--- src/rtl/ram_arbiter.sv ---
// Two-port data RAM arbiter: CPU port A (byte/half/word) and loader port B (word).
// Round-robin grant in IDLE, registered request, one RAM access, one-cycle response.
module ram_arbiter #(
  parameter int ADDR_W = 10
) (
  input  logic              clk,
  input  logic              rst,
  input  logic              a_req,
  input  logic              a_we,
  input  logic [1:0]        a_size,
  input  logic              a_signed,
  input  logic [ADDR_W+1:0] a_addr,
  input  logic [31:0]       a_wdata,
  output logic              a_ready,
  output logic [31:0]       a_rdata,
  output logic              a_err,
  input  logic              b_req,
  input  logic              b_we,
  input  logic [ADDR_W-1:0] b_addr,
  input  logic [31:0]       b_wdata,
  output logic              b_ready,
  output logic [31:0]       b_rdata,
  output logic              ram_rw,
  output logic [3:0]        ram_sel,
  output logic [ADDR_W-1:0] ram_addr,
  output logic [31:0]       ram_data_in,
  input  logic [31:0]       ram_data_out
);

  localparam logic [1:0] IDLE   = 2'd0;
  localparam logic [1:0] ACCESS = 2'd1;
  localparam logic [1:0] RESP   = 2'd2;

  logic [1:0]        state;
  logic              last_b;
  logic              port_b;
  logic              we_r;
  logic [1:0]        size_r;
  logic              sgn_r;
  logic              err_r;
  logic [3:0]        sel_r;
  logic [ADDR_W-1:0] addr_r;
  logic [31:0]       wdata_r;

  logic              grant_a;
  logic              grant_b;
  logic [3:0]        a_sel;
  logic [31:0]       a_din;
  logic              a_mis;
  logic [31:0]       ld;
  logic              resp;

  // Round-robin: on contention the port not served last wins.
  always_comb begin
    grant_a = 1'b0;
    grant_b = 1'b0;
    if (state == IDLE) begin
      grant_a = a_req && (!b_req || last_b);
      grant_b = b_req && !grant_a;
    end
  end

  // Port A lane select, lane-replicated data and alignment check.
  always_comb begin
    a_sel = 4'b0000;
    a_din = a_wdata;
    a_mis = 1'b0;
    unique case (1'b1)
      a_size == 2'b00: begin
        a_sel = 4'b0001 << a_addr[1:0];
        a_din = {4{a_wdata[7:0]}};
      end
      a_size == 2'b01: begin
        a_sel = a_addr[1] ? 4'b1100 : 4'b0011;
        a_din = {2{a_wdata[15:0]}};
        a_mis = a_addr[0];
      end
      a_size == 2'b10: begin
        a_sel = 4'b1111;
        a_mis = a_addr[1:0] != 2'b00;
      end
      default: a_mis = 1'b1;
    endcase
  end

  // FSM and request capture; RAM signals come only from these registers.
  always_ff @(posedge clk or negedge rst) begin
    if (!rst) begin
      state   <= IDLE;
      last_b  <= 1'b1;
      port_b  <= 1'b0;
      we_r    <= 1'b0;
      size_r  <= 2'b00;
      sgn_r   <= 1'b0;
      err_r   <= 1'b0;
      sel_r   <= 4'b0000;
      addr_r  <= '0;
      wdata_r <= '0;
    end else begin
      unique case (state)
        IDLE: begin
          if (grant_a) begin
            port_b  <= 1'b0;
            last_b  <= 1'b0;
            we_r    <= a_we;
            size_r  <= a_size;
            sgn_r   <= a_signed;
            err_r   <= a_mis;
            sel_r   <= a_sel;
            addr_r  <= a_addr[ADDR_W+1:2];
            wdata_r <= a_din;
            state   <= a_mis ? RESP : ACCESS;
          end else if (grant_b) begin
            port_b  <= 1'b1;
            last_b  <= 1'b1;
            we_r    <= b_we;
            size_r  <= 2'b10;
            sgn_r   <= 1'b0;
            err_r   <= 1'b0;
            sel_r   <= 4'b1111;
            addr_r  <= b_addr;
            wdata_r <= b_wdata;
            state   <= ACCESS;
          end
        end
        ACCESS:  state <= RESP;
        RESP:    state <= IDLE;
        default: state <= IDLE;
      endcase
    end
  end

  // Sign-extend sub-word loads; stores and errors return zero.
  always_comb begin
    ld = ram_data_out;
    unique case (1'b1)
      we_r || err_r:
        ld = '0;
      !we_r && !err_r && sgn_r && size_r == 2'b00:
        ld = {{24{ram_data_out[7]}}, ram_data_out[7:0]};
      !we_r && !err_r && sgn_r && size_r == 2'b01:
        ld = {{16{ram_data_out[15]}}, ram_data_out[15:0]};
      default:
        ld = ram_data_out;
    endcase
  end

  assign resp        = state == RESP;
  assign ram_rw      = (state == ACCESS) && we_r;
  assign ram_sel     = (state == ACCESS) ? sel_r : 4'b0000;
  assign ram_addr    = addr_r;
  assign ram_data_in = wdata_r;
  assign a_ready     = resp && !port_b;
  assign b_ready     = resp && port_b;
  assign a_err       = a_ready && err_r;
  assign a_rdata     = a_ready ? ld : 32'h0;
  assign b_rdata     = b_ready ? ld : 32'h0;

endmodule
--- config.mk ---
export PLATFORM = sky130hd
export DESIGN_NAME = ram_arbiter
export DESIGN_NICKNAME = d
export VERILOG_FILES = /design/src/rtl/ram_arbiter.sv
export SDC_FILE = /design/constraint.sdc
export NUM_CORES = 1
export LEC_CHECK = 0
export ABC_AREA = 1
export CORE_ASPECT_RATIO = 0.8
export CORE_MARGIN = 10
export CORE_UTILIZATION = 37
export CTS_CLUSTER_SIZE = 12
export DETAILED_ROUTE_END_ITERATION = 12
export PLACE_DENSITY = 0.81
export SETUP_SLACK_MARGIN = 0.4
export SYNTH_ARGS = -nofsm -noshare
export SYNTH_HDL_FRONTEND = slang
export SYNTH_SLANG_ARGS = --single-unit
--- constraint.sdc ---
create_clock -name clk -period 1.55 [get_ports clk]
set_input_delay 0.2325 -clock clk [delete_from_list [all_inputs] [get_ports clk]]
set_output_delay 0.2325 -clock clk [all_outputs]
set_load 0.01 [all_outputs]
Yosys cells after proc, flatten, opt, wreduce, memory -nomap -nowiden
Cells that the tools add are included.
Word-level totals
  bits of input ports: 127
  output and inout port bits: 114
  bits in registers: 55
Cells by class
  reduce and logical (&&, ||, !) cells: 23
  multiplexer cells: 29
  equal/unequal tests: 6
  shift-type cells: 1
Operators by type and width (count)
  32-bit 2-to-1 mux: 4
  32-bit case mux with 3 select lines: 1
  32-bit case mux with 2 select lines: 1
  10-bit 2-to-1 mux: 2
  4-bit 2-to-1 mux: 4
  4-bit case mux with 3 select lines: 1
  1-bit logical AND: 10
  2-bit 2-to-1 mux: 5
  1-bit 2-to-1 mux: 9
  2-bit by 1-bit equality test with 1-bit output, second input constant: 3
  2-bit zero test: 3
  1-bit zero test: 5
  2-bit equality test, second input constant: 2
  2-bit case mux with 2 select lines: 1
  2-bit nonzero test: 2
  1-bit by 2-bit left shift with 4-bit output, first input constant: 1
  3-bit inequality test, second input constant: 1
  1-bit case mux with 3 select lines: 1
  1-bit logical OR: 2
  2-bit AND reduction: 1

Longest topological paths before layout
  word-level depth: 9
  gate-level depth with buffers: 9

Least setup slack after synthesis
OpenSTA, ideal clock, no wires.
  path type: register to output
  start point: register err_r
  end point: output a_rdata[21]
  buffers on the path: 2
  setup slack: 0.054 ns
  arrival: 1.263 ns
  data required time: 1.317 ns
  cell stages (with the launch flop): 8
  cells stage by stage: dfrtp_1 -> nor2_2 -> buf_4 -> nand4_4 -> nand2_4 -> buf_6 -> nand2_1 -> nor2_1
On the way
  cells in the longest elaborated chain, start to end: 6
Ends and longest elaborated chain
  start, declared: line 40  | logic err_r;
  start signal, assigned: line 108  | err_r <= a_mis;
  1-bit zero test: line 139, 141
  1-bit logical AND (2 in series): line 139, 141
  1-bit logical AND (on tied branches): line 141, 139
  32-bit case mux with 3 select lines *: line 136  | unique case (1'b1)
  32-bit 2-to-1 mux *: line 156  | assign a_rdata = a_ready ? ld : 32'h0;
  end, declared: line 15  | output logic [31:0] a_rdata,
Mark *: on every way between the ends. The rest lies on a longest branch, timed or not.

Worst setup path in the final report
  start point: register err_r
  end point: output b_rdata[29]
On the way
  cells in the longest elaborated chain, start to end: 6
Ends and longest elaborated chain
  1-bit zero test: line 139, 141
  1-bit logical AND (2 in series): line 139, 141
  1-bit logical AND (on tied branches): line 141, 139
  32-bit case mux with 3 select lines *: line 136
  32-bit 2-to-1 mux *: line 157  | assign b_rdata = b_ready ? ld : 32'h0;
  end, declared: line 22  | output logic [31:0] b_rdata,
Marked as above.

==> impl_metrics.py <==
metrics = {
    "yosys": {
        "synth-edff-count": 0,
        "synth_cells": 592,
        "synth.distinct_cells": 23,
        "synth_top_area_cell": "dfrtp_1",
        "syn-num-nets": 719,
        "synth_most_common_cell": "nand2_1",
        "netlist_area_mm2": 0.00363,
        "ys_top_cells_by_area": "dfrtp_1, nand2_1, inv_1",
        "synth_flop_cell": "dfrtp_1",
        "syn_avg_cell_area_um2": 6.13,
        "synth_commonest_cells": "nand2_1, inv_1, nor2_1",
        "synth_warnings": 0,
        "synth-seq-area-share_pct": 37.9,
        "synth_top_area_share_pct": 37.2,
        "synth-seq-cells": 55,
        "async_flop_share_pct": 100,
    },
    "die": {
        "io_pins": 241,
        "core.rowCount": 32,
        "die_w_um": 131,
        "coreArea_mm2": 0.00961,
        "initial_core_util_pct": 37.8,
        "die_area_mm2": 0.0142,
        "die_h_um": 109,
    },
    "power": {
        "power_frac_clock_pct": 9.0,
        "powerDensity_mw_per_mm2": 1760,
        "p_comb_share_pct": 73.3,
        "ir_worst_vdd_uv": 1130,
        "p_leak_nw": 4.80,
        "p_seq_share_pct": 17.6,
        "switching_share_pct": 46.0,
        "switchingPower_w": 0.00711,
        "p_int_w": 0.00835,
    },
    "critical_path": {
        "critical_path.max_fanout": 8,
        "r2r_setup_slack_ns": -0.32,
        "critPathArrivalTime_ns": 1.70,
        "timing_worst_setup_path_type": "reg2out",
        "required_ns": 1.32,
        "reg2reg_depth": 10,
        "timing.rr.start": "state[1]$_DFFE_PN0P_",
        "cp-end-kind": "primary output",
        "critPathLaunchType": "flip-flop",
        "reg2reg_to": "ram_data_in[2]$_DFFE_PN0P_",
    },
    "placement": {
        "place_area_mm2": 0.00667,
        "io_buffers": 240,
        "hpwl_um": 13400,
        "gp_congestion": 0.901,
        "place_inst": 958,
    },
    "sta": {
        "setup_slack_ns": -0.387,
        "worstMarginPinSlew_ns": 0.655,
        "finalMaxSlewViolations": 0,
        "rsz0062_at_grt": "yes",
        "layout_min_cycle_time_ns": 1.94,
        "setup_viol": 123,
        "hold_viol_final": 0,
        "relSlewSlack_pct": 56.2,
        "min_period_over_period_pct": 125,
        "skew_ns": 0.0126,
        "fin_hold_ws_ns": 0.333,
        "fmax_mhz": 516,
    },
    "finish": {
        "design_area_mm2": 0.00876,
        "diodes": 0,
        "syn_to_final_growth_pct": 141,
        "layout-drive-gt1-share_pct": 48.6,
        "fin_cells": 1029,
        "fill_cells": 317,
        "nets": 1036,
    },
    "outcome": {
        "violations": "negative setup slack",
        "status": "finished, violations left",
    },
    "global_routing": {
        "grt_max_degree": 47,
        "first_global_vias": 5604,
        "grt_pass1_wl_um": 30000,
        "grt_usage_pct": 26.7,
        "grt-ovfl-total": 0,
        "antenna_found_initial": 0,
    },
    "clock_tree": {
        "cts_buffer_depth": 2,
        "path_clk_slew_ns": 0.08,
        "numCtsBuffers": 5,
        "numClockSinks": 55,
        "cts_tree": "built",
        "clkLatencyLatePin_ns": 0.30,
        "htreeDepth": 2,
        "clock-root-buffer": "clkbuf_16",
    },
    "detailed_routing": {
        "vias": 6029,
        "antenna_left": 0,
        "drt-total-wl_um": 26400,
        "firstDrtPassIters": 5,
        "drt-initial-drc-count": 513,
        "drc": 0,
        "wl_per_cell_um": 25.7,
        "vias_per_cell": 5.86,
    },
    "flow_run": {
        "cap_violations": 0,
    },
    "worst_hold_path": {
        "min_path_type": "in2async",
    },
}
-- layout by cell type (no fill, tap or decap), types with 2 or more instances in the layout --
cell and instances:
buf_2 48, inv_2 5, buf_12 20, nor2_4 18, nand3_2 30, nand2_1 121
nor2_1 12, clkdlybuf4s50_1 125, a21oi_4 2, a21oi_1 16, nand3_4 3, nor3_4 10
a21oi_2 7, nor3_2 6, buf_16 15, nand2_4 47, o21ai_1 5, dfrtp_1 53
clkbuf_16 8, buf_4 31, inv_1 70, buf_6 46, nor2_2 36, o21ai_2 10
clkdlybuf4s15_2 6, o21ai_0 13, clkbuf_2 5, nand2_8 2, buf_8 3, dlymetal6s2s_1 36
clkinv_4 4, nand2_2 69, nand3_1 16
-- what timing repair did --
item,4_1_cts,5_1_grt
endpoints found under the hold margin,9,0
pin swaps,29,54
gates cloned,17,4
buffers inserted,25,16
setup endpoints to repair,169,168
gates resized for setup,415,282
hold buffers,1,0
-- flip-flops by register name, summed over array words and instances, names as in the netlist, 2 cells and up --
| register | count |
|---|---|
| ram_addr | 10 |
| ram_data_in | 32 |
| sel_r | 4 |
| size_r | 2 |
| state | 2 |
-- worst max path at each step --
stage	start	endpoint	slack, ns	depth (start not counted)
5_1_grt	err_r$_DFFE_PN0P_	b_rdata[30]	-0.46	9
6_report	err_r$_DFFE_PN0P_	b_rdata[29]	-0.39	8
3_3_place_gp	ram_data_out[15]	b_rdata[20]	-0.61	9
3_5_place_dp	ram_data_out[15]	a_rdata[24]	-0.65	9
4_1_cts	err_r$_DFFE_PN0P_	a_rdata[18]	-0.38	8
2_1_floorplan	err_r$_DFFE_PN0P_	a_rdata[21]	0.07	7
-- power by group through the flow --
stage | logic, W | clock network, W | registers, W
finish | 0.0113 | 0.00140 | 0.00273
global route | 0.0118 | 0.00141 | 0.00276
CTS | 0.00905 | 0.00133 | 0.00258
detailed placement | 0.00668 | 0 | 0.00255
global placement | 0.00649 | 0 | 0.00254
floorplan | 0.00322 | 0 | 0.00277
-- per-stage QoR --
| step | power [W] | setup TNS, ns | util (%) | setup slack, ns |
|---|---|---|---|---|
| after CTS | 0.0130 | -21.91 | 80.3 | -0.385 |
| after global placement | 0.00902 | -35.38 | 69.4 | -0.608 |
| final | 0.0155 | -30.84 | 91.2 | -0.387 |
| after detailed placement | 0.00923 | -37.96 | 69.4 | -0.650 |
| after floorplan | 0.00600 | 0 | - | 0.0717 |
| after global routing | 0.0160 | -36.02 | 91.2 | -0.464 |
-- critical path, cell delays in order (launching register included) --
cell	delay, ns
dfrtp_1	0.40
nor2_2	0.13
buf_6	0.14
o21ai_0	0.10
buf_4	0.19
nand2_8	0.12
nand2_2	0.09
nor2_2	0.11
buf_2	0.14
-- area by class of cell --
type | instances | area, µm² | area share [%]
Timing Repair Buffer | 339 | 3730 | 42.6
Multi-Input combinational cell | 428 | 3010 | 34.3
Sequential cell | 55 | 1380 | 15.7
Inverter | 79 | 317 | 3.61
Tap cell | 119 | 149 | 1.70
Clock buffer | 6 | 139 | 1.59
Clock inverter | 2 | 35.0 | 0.400
Timing Repair inverter | 1 | 6.26 | 0.0714
-- cell families (layout without fill, tap and decap cells) --
group                  count (synthesis)  after routing  synth area share, %
AOI/OAI and AO/OA                     56             56                 7.93
buffers and inverters                110            427                 12.1
DFF                                   55             55                 37.9
and+or+nand+nor                      371            372                 42.0
-- per-layer routing --
layer	wire, µm	global-route usage, %
met1	8730	27.9
met5	0	0
met2	12500	49.0
met4	2040	9.67
met3	3130	8.81
No activity file was read; power rests on OpenSTA's default activity.
